File: src/rtl/load_store_unit.sv
// load_store_unit: RV32I memory-access stage. Takes the ALU result as the
// effective address, runs a req/ack handshake to data memory, builds byte
// enables and lane-replicated store data, extends load data, stalls the core
// while an access is in flight and flags misaligned/illegal ops and timeouts.
module load_store_unit #(
   parameter int TIMEOUT_CYC = 16,
   parameter int CNT_W       = 5
) (
   input  logic        clk,
   input  logic        rst_n,
   input  logic        req_valid,
   input  logic        req_we,
   input  logic [2:0]  req_funct3,
   input  logic [31:0] req_addr,
   input  logic [31:0] req_wdata,
   output logic        stall,
   output logic        done,
   output logic [31:0] rdata,
   output logic        misalign,
   output logic        fault,
   output logic        mem_req,
   output logic        mem_we,
   output logic [31:0] mem_addr,
   output logic [3:0]  mem_be,
   output logic [31:0] mem_wdata,
   input  logic        mem_ack,
   input  logic [31:0] mem_rdata
);

   typedef enum logic [1:0] {IDLE = 2'd0, REQ = 2'd1, DONE = 2'd2, ERR = 2'd3} state_t;

   // Last REQ cycle in which a missing ack is still tolerated.
   localparam logic [CNT_W-1:0] CNT_LAST = CNT_W'(TIMEOUT_CYC - 1);

   state_t            state_q, state_d;
   logic [CNT_W-1:0]  cnt_q, cnt_d;
   logic              err_mis_q, err_mis_d;   // ERR cause: 1 = misalign/illegal, 0 = timeout
   logic              we_q, we_d;
   logic [2:0]        f3_q, f3_d;
   logic [1:0]        off_q, off_d;
   logic [31:0]       addr_q, addr_d;
   logic [3:0]        be_q, be_d;
   logic [31:0]       wdata_q, wdata_d;
   logic [31:0]       rdata_q, rdata_d;

   // Legal funct3 for the direction, and natural alignment for the size.
   function automatic logic legal_op(input logic we, input logic [2:0] f3, input logic [1:0] o);
      logic ok;
      ok = 1'b0;
      case (f3)
         3'b000:  ok = 1'b1;
         3'b001:  ok = (o[0] == 1'b0);
         3'b010:  ok = (o == 2'b00);
         3'b100:  ok = ~we;
         3'b101:  ok = ~we & (o[0] == 1'b0);
         default: ok = 1'b0;
      endcase
      return ok;
   endfunction

   // Byte enables from access size (funct3[1:0]) and byte offset.
   function automatic logic [3:0] be_gen(input logic [1:0] sz, input logic [1:0] o);
      logic [3:0] be;
      case (sz)
         2'b00:   be = 4'b0001 << o;
         2'b01:   be = 4'b0011 << o;
         default: be = 4'b1111;
      endcase
      return be;
   endfunction

   // Store data replicated across every lane so any offset sees its bytes.
   function automatic logic [31:0] store_data(input logic [1:0] sz, input logic [31:0] w);
      logic [31:0] d;
      case (sz)
         2'b00:   d = {4{w[7:0]}};
         2'b01:   d = {2{w[15:0]}};
         default: d = w;
      endcase
      return d;
   endfunction

   // Pick the addressed byte/half lane and sign- or zero-extend it.
   function automatic logic [31:0] load_ext(input logic [2:0] f3, input logic [1:0] o,
                                            input logic [31:0] rd);
      logic [7:0]  b;
      logic [15:0] h;
      logic [31:0] r;
      case (o)
         2'b00:   b = rd[7:0];
         2'b01:   b = rd[15:8];
         2'b10:   b = rd[23:16];
         default: b = rd[31:24];
      endcase
      if (o[1]) begin
         h = rd[31:16];
      end else begin
         h = rd[15:0];
      end
      case (f3)
         3'b000:  r = {{24{b[7]}}, b};
         3'b001:  r = {{16{h[15]}}, h};
         3'b100:  r = {24'h000000, b};
         3'b101:  r = {16'h0000, h};
         default: r = rd;
      endcase
      return r;
   endfunction

   // Next-state logic: legality check, request capture, ack/timeout handling.
   always_comb begin
      state_d   = state_q;
      cnt_d     = {CNT_W{1'b0}};
      err_mis_d = err_mis_q;
      we_d      = we_q;
      f3_d      = f3_q;
      off_d     = off_q;
      addr_d    = addr_q;
      be_d      = be_q;
      wdata_d   = wdata_q;
      rdata_d   = rdata_q;
      case (state_q)
         IDLE: begin
            if (req_valid) begin
               if (legal_op(req_we, req_funct3, req_addr[1:0])) begin
                  state_d = REQ;
                  we_d    = req_we;
                  f3_d    = req_funct3;
                  off_d   = req_addr[1:0];
                  addr_d  = {req_addr[31:2], 2'b00};
                  be_d    = be_gen(req_funct3[1:0], req_addr[1:0]);
                  if (req_we) begin
                     wdata_d = store_data(req_funct3[1:0], req_wdata);
                  end else begin
                     wdata_d = 32'h0000_0000;
                  end
               end else begin
                  state_d   = ERR;
                  err_mis_d = 1'b1;
               end
            end else begin
               state_d = IDLE;
            end
         end
         REQ: begin
            // An ack in the expiring cycle still completes the access.
            if (mem_ack) begin
               state_d = DONE;
               if (!we_q) begin
                  rdata_d = load_ext(f3_q, off_q, mem_rdata);
               end else begin
                  rdata_d = rdata_q;
               end
            end else if (cnt_q == CNT_LAST) begin
               state_d   = ERR;
               err_mis_d = 1'b0;
            end else begin
               cnt_d = cnt_q + CNT_W'(1);
            end
         end
         DONE:    state_d = IDLE;
         ERR:     state_d = IDLE;
         default: state_d = IDLE;
      endcase
   end

   // State and datapath registers; reset abandons any outstanding access.
   always_ff @(posedge clk or negedge rst_n) begin
      if (!rst_n) begin
         state_q   <= IDLE;
         cnt_q     <= {CNT_W{1'b0}};
         err_mis_q <= 1'b0;
         we_q      <= 1'b0;
         f3_q      <= 3'b000;
         off_q     <= 2'b00;
         addr_q    <= 32'h0000_0000;
         be_q      <= 4'b0000;
         wdata_q   <= 32'h0000_0000;
         rdata_q   <= 32'h0000_0000;
      end else begin
         state_q   <= state_d;
         cnt_q     <= cnt_d;
         err_mis_q <= err_mis_d;
         we_q      <= we_d;
         f3_q      <= f3_d;
         off_q     <= off_d;
         addr_q    <= addr_d;
         be_q      <= be_d;
         wdata_q   <= wdata_d;
         rdata_q   <= rdata_d;
      end
   end

   // Outputs decode registered state; stall also covers the IDLE request cycle.
   assign mem_req   = (state_q == REQ);
   assign done      = (state_q == DONE);
   assign misalign  = (state_q == ERR) & err_mis_q;
   assign fault     = (state_q == ERR) & ~err_mis_q;
   assign stall     = rst_n & (((state_q == IDLE) & req_valid) | (state_q == REQ));
   assign mem_we    = we_q;
   assign mem_addr  = addr_q;
   assign mem_be    = be_q;
   assign mem_wdata = wdata_q;
   assign rdata     = rdata_q;

endmodule

File: config.mk
export PLATFORM = sky130hd
export DESIGN_NAME = load_store_unit
export DESIGN_NICKNAME = d
export VERILOG_FILES = /design/src/rtl/load_store_unit.sv
export SDC_FILE = /design/constraint.sdc
export NUM_CORES = 1
export LEC_CHECK = 0
export ABC_AREA = 1
export BUFFER_PORTS_ARGS = -buffer_cell sky130_fd_sc_hd__buf_2
export CAP_MARGIN = 30
export CORE_ASPECT_RATIO = 0.5
export CORE_MARGIN = 1
export CORE_UTILIZATION = 30
export DETAILED_ROUTE_END_ITERATION = 7
export HOLD_SLACK_MARGIN = 0.03
export PLACE_DENSITY_LB_ADDON = 0.3
export SLEW_MARGIN = 5
export SYNTH_ARGS = -nofsm -noshare
export SYNTH_HDL_FRONTEND = slang
export SYNTH_SLANG_ARGS = --single-unit
File: constraint.sdc
create_clock -name clk -period 2.2 [get_ports clk]
set_input_delay 0.22 -clock clk [delete_from_list [all_inputs] [get_ports clk]]
set_output_delay 0.22 -clock clk [all_outputs]
set_load 0.02 [all_outputs]
### Word-level counts from Yosys, hierarchy flattened

Index checks and enable logic that the tools add are counted.

* equality and inequality tests: 19
* muxes and demuxes: 22
* bitwise logic cells: 10
* shifts and indexed selects: 2
* add/sub/neg operators: 1
* reductions and logical operators: 11

Operators by type and width (number)
* 32-bit one-hot mux with 4 select lines: 1
* 32-bit one-hot mux with 2 select lines: 1
* 32-bit 2-to-1 mux: 1
* 8-bit one-hot mux with 3 select lines: 1
* 16-bit 2-to-1 mux: 1
* 5-bit 2-to-1 mux: 3
* 3-bit equality test, second input constant: 4
* 2-bit logical NOT: 4
* 2-bit 2-to-1 mux: 4
* 4-bit one-hot mux with 2 select lines: 1
* 2-bit by 1-bit equality test with 1-bit output, second input constant: 3
* 2-bit equality test, second input constant: 3
* 3-bit by 1-bit equality test with 1-bit output, second input constant: 2
* 3-bit logical NOT: 2
* 1-bit 2-to-1 mux: 6
* 2-bit != test, second input constant: 3
* 2-bit one-hot mux with 3 select lines: 1
* 3-bit AND reduction: 2
* 5-bit by 1-bit adder with 5-bit output, second input constant: 1
* 1-bit bitwise AND: 5
* 5-bit by 4-bit equality test with 1-bit output, second input constant: 1
* 1-bit one-hot mux with 5 select lines: 1
* 5-bit AND reduction: 1
* 1-bit inverter: 4
* 9 further kinds: 9

* register bits: 112
* bits of input ports: 104
* logic and storage cells: 75

### Depth between registers and ports, before layout

* word-level depth: 8
* depth in mapped cells: 10
* mapped depth without buffers: 8

### Least setup slack after synthesis

Ideal clock, no wire load.

* path type: register -> output
* start point: register state_q[0]
* end point: output stall
* cell stages (with the launch flop): 5
* required time: 1.980 ns
* data arrival time: 1.224 ns
* slack: 0.756 ns
* cell sequence: dfrtp_1 -> inv_1 -> nor2_4 -> inv_1 -> a21boi_0

* elaborated cells on any way between the ends: 5

RTL lines
* start: declaration: RTL line 35 `state_t state_q, state_d;`
* start signal: assignment: RTL line 181 `state_q <= state_d;`
* 2-bit by 1-bit equality test with 1-bit output
* net mem_req: RTL line 21 `output logic mem_req,`
* 1-bit OR: RTL line 199 `assign stall = rst_n & (((state_q == IDLE) & req_valid) | (state_q == REQ));`
* 1-bit bitwise AND: RTL line 199
* end: declaration: RTL line 16 `output logic stall,`

The timed path passes the listed nets, and every way through them passes these cells.

### Worst setup path after layout

* start point: register state_q[1]
* end point: register be_q[2] (netlist: mem_be[2])

* cells in the longest elaborated chain, start to end: 2

RTL lines
* 2-bit logical NOT: RTL line 122 `case (state_q)`
* 3-bit AND reduction (no line)
* end signal: assignment: RTL line 177 `be_q <= 4'b0000;`
* end signal: assignment: RTL line 188 `be_q <= be_d;`
* end: declaration: RTL line 42 `logic [3:0] be_q, be_d;`

No other way between the ends.
A chain may end at the register's enable or synchronous reset.

==> impl_metrics.env <==
export IMPL_dpl_cell_area_um2=6700
export IMPL_place_gp_congestion=0.876
export IMPL_root_buffer="clkbuf_16"
export IMPL_cts_buffer_depth=2
export IMPL_ys_seq_area_share_pct=50.9
export IMPL_finalWirelength_mm=16.0
export IMPL_tightest_slew_ns=0.675
export IMPL_io_buffers=207
export IMPL_die_width_um=194
export IMPL_synthCells=721
export IMPL_cts_resized=0
export IMPL_grt_overflow=0
export IMPL_diodes=0
export IMPL_total_power_uw=9690
export IMPL_vias_per_cell=4.56
export IMPL_rsz0062_at_grt="false"
export IMPL_tns_ns=0
export IMPL_crit_path_end_kind="register"
export IMPL_max_stage_delay_ns=0.51
export IMPL_synth_seq_cells=112
export IMPL_first_pass_iters=7
export IMPL_synth_top_cell_area_share_pct=50.9
export IMPL_power_frac_seq_pct=36.9
export IMPL_grt_pass1_wl_mm=26.4
export IMPL_nNetsFinal=1014
export IMPL_area_growth_pct=27.2
export IMPL_wl_per_cell_um=14.0
export IMPL_timing_fmax_mhz=576
export IMPL_critical_path_class="reg2reg"
export IMPL_period_share_pct=78.9
export IMPL_grt_use_total_pct=17.5
export IMPL_period_needed_ns=1.73
export IMPL_grt_pass1_vias=5022
export IMPL_hpwl_mm=11.5
export IMPL_detail_route_iter0_violations=284
export IMPL_p_per_area_nw_per_um2=1380
export IMPL_report_final_slew_viol_count=0
export IMPL_clkTransAtPathRegs_ns=0.08
export IMPL_relSlewSlack_pct=55.0
export IMPL_core_area_um2=17700
export IMPL_internal_power_uw=5350
export IMPL_max_cap_violations=0
export IMPL_cts_buffers=9
export IMPL_dieArea_um2=19000
export IMPL_ys_warn_count=0
export IMPL_arrival_ns=2.04
export IMPL_cts_tree="yes"
export IMPL_clock_latency_ns=0.36
export IMPL_p_comb_share_pct=45.2
export IMPL_critPathLaunch="state_q[1]$_DFFE_PN0P_"
export IMPL_cpMaxStageDelayCell="inv_2"
export IMPL_status="complete, no violations"
export IMPL_p_leak_uw=0.00391
export IMPL_vias=5234
export IMPL_ant_nets=0
export IMPL_yosys_top_cells_area="dfrtp_1 51%, nand2_1 20%, o21ai_0 4.3%, inv_1 3.7%, nand3_1 3.5%"
export IMPL_cp_required_ns=2.50
export IMPL_synth_area_per_cell_um2=7.64
export IMPL_syn_area_um2=5510
export IMPL_path_cells="inv_2, nand2_1, nor2_2, nand3_4, inv_2, o21ai_0, nand2_1"
export IMPL_synth_edff_count=0
export IMPL_h_tree_depth=3
export IMPL_yosysTopAreaCell="dfrtp_1"
export IMPL_setup_viol=0
export IMPL_switching_share_pct=44.8
export IMPL_clock_sinks=112
export IMPL_design_area_um2=7010
export IMPL_rows=34
export IMPL_drive_gt1_share_pct=28.6
export IMPL_min_from="req_addr[13]"
export IMPL_synthFlopType="dfrtp_1"
export IMPL_hold_violations=0
export IMPL_clkPwrFrac_pct=17.9
export IMPL_antenna_found_initial=0
export IMPL_p_switching_uw=4340
export IMPL_cp_start_kind="register"
export IMPL_synthDistinctLibCells=31
export IMPL_grt_max_degree=113
export IMPL_pin_count=210
export IMPL_skew_ns=0.00809
export IMPL_crit_fanout=39
export IMPL_drc=0
export IMPL_start_util_pct=31.2
export IMPL_reg2reg_from="state_q[1]$_DFFE_PN0P_"
export IMPL_die_h_um=97.8
export IMPL_ir_worst_vdd_uv=561
export IMPL_hp_class="in2reg"
export IMPL_synthArstFlopShare_pct=100
-- cell usage in the layout, fill, tap and decap left out --
master	count
o21ai_2	2
clkbuf_16	9
or2_2	15
o2111ai_1	8
buf_2	206
nor2_1	38
nor2_4	2
inv_6	3
buf_4	5
conb_1	2
o21ai_1	7
a21boi_0	1
xnor2_1	1
ha_1	1
and3_1	1
nand2_1	297
nand3_4	1
bufinv_16	1
xor2_1	1
nand3_1	38
dlygate4sd3_1	1
o211ai_1	9
o21ai_0	47
nand2_2	2
o31ai_1	1
a21oi_1	28
nor2_2	3
clkinvlp_4	1
dfrtp_1	112
or2_1	1
nor3_1	2
inv_2	7
clkinv_1	2
buf_12	2
inv_1	55
clkinv_2	1
clkinv_4	1
-- layer usage --
metal | up-vias | share of wire, % | GRT usage [%]
met5 | - | 0 | 0
met4 | 0 | 1.5 | 4.62
met3 | 23 | 6.1 | 5.01
met2 | 146 | 46 | 27.7
met1 | 2440 | 46 | 23.5
li1 | 2625 | - | -
-- power by group through the flow --
| stage | Sequential (uW) | Clock, uW | Combinational (uW) |
|---|---|---|---|
| after global routing | 3710 | 1880 | 4890 |
| after global placement | 3590 | 0 | 4380 |
| final | 3580 | 1730 | 4380 |
| after CTS | 3580 | 1800 | 4450 |
| after detailed placement | 3590 | 0 | 4450 |
| after floorplan | 4550 | 0 | 1910 |
-- area by class of cell --
| cell class | count | area [um2] |
|---|---|---|
| timing repair buffer | 214 | 1120 |
| multi-input combinational | 508 | 2250 |
| clock inverter | 7 | 77.6 |
| clock buffer | 9 | 225 |
| inverter | 64 | 240 |
| fill | 1893 | 10600 |
| sequential | 112 | 2800 |
| tap | 234 | 293 |
-- cell usage after synthesis, types with 2 or more instances --
cell type,number
o21ai_1,7
or2_2,15
clkbuf_1,12
nor3_1,2
nand3_1,38
buf_6,3
nor2_2,3
nand2_2,2
inv_1,55
buf_4,10
o2111ai_1,8
a21oi_1,28
nor2_4,2
o21ai_2,2
dfrtp_1,112
o211ai_1,9
nor2_1,38
inv_2,7
nand2_1,297
o21ai_0,47
buf_2,13
clkinv_1,2
-- logic make-up (layout without fill, tap and decap cells) --
group | after synthesis | in the layout | share of synthesized area (%)
AOI/OAI and AO/OA | 103 | 103 | 10.5
xor gates and xnor gates | 2 | 2 | 0.318
adders and majority gates | 1 | 1 | 0.227
buffers and inverters | 102 | 294 | 8.33
DFF | 112 | 112 | 50.9
other | 1 | 2 | 0.0680
and+or+nand+nor | 400 | 400 | 29.7
-- path summary, 6_finish.rpt --
kind	to	slack, ns	cells past startpoint
worst min-delay path	mem_addr[13]$_DFFE_PN0P_	0.05	3
worst min register to register	cnt_q[0]$_DFF_PN0_	0.48	1
max in group asynchronous	rdata[1]$_DFFE_PN0P_	1.19	3
worst max register to register	mem_be[2]$_DFFE_PN0P_	0.47	7
min in group asynchronous	rdata[27]$_DFFE_PN0P_	0.49	3
worst max-delay path	mem_be[2]$_DFFE_PN0P_	0.47	7
-- through the flow --
| step | utilization [%] | std cells | hold WS [ns] | worst slack (ns) |
|---|---|---|---|---|
| finish | 39.7 | 1148 | 0.0480 | 0.465 |
| global placement | 37.9 | 1131 | 0.395 | 0.491 |
| global route | 39.7 | 1148 | 0.0357 | 0.255 |
| CTS | 39.7 | 1148 | 0.0343 | 0.436 |
| floorplan | - | 722 | -0.0756 | 0.756 |
| detailed placement | 37.9 | 1131 | 0.406 | 0.415 |
-- state kept, by name, summed over array words and instances (netlist names) --
name,cells
mem_wdata,32
rdata,32
mem_addr,30
cnt_q,5
mem_be,4
f3_q,3
off_q,2
state_q,2
err_mis_q,1
mem_we,1
-- critical path, delay by kind of cell, from the launching register on --
family	cells	cell delay [ns]
compound gates	1	0.19
flops	1	0.43
buf+inv	2	0.59
simple gates	4	0.46
-- what timing repair did --
item                                    4_1_cts  5_1_grt
hold buffers                                  1        0
endpoints found under the setup margin        0        0
buffers inserted                              0        0
endpoints found under the hold margin        29        0
(Power assumes the default switching activity.)
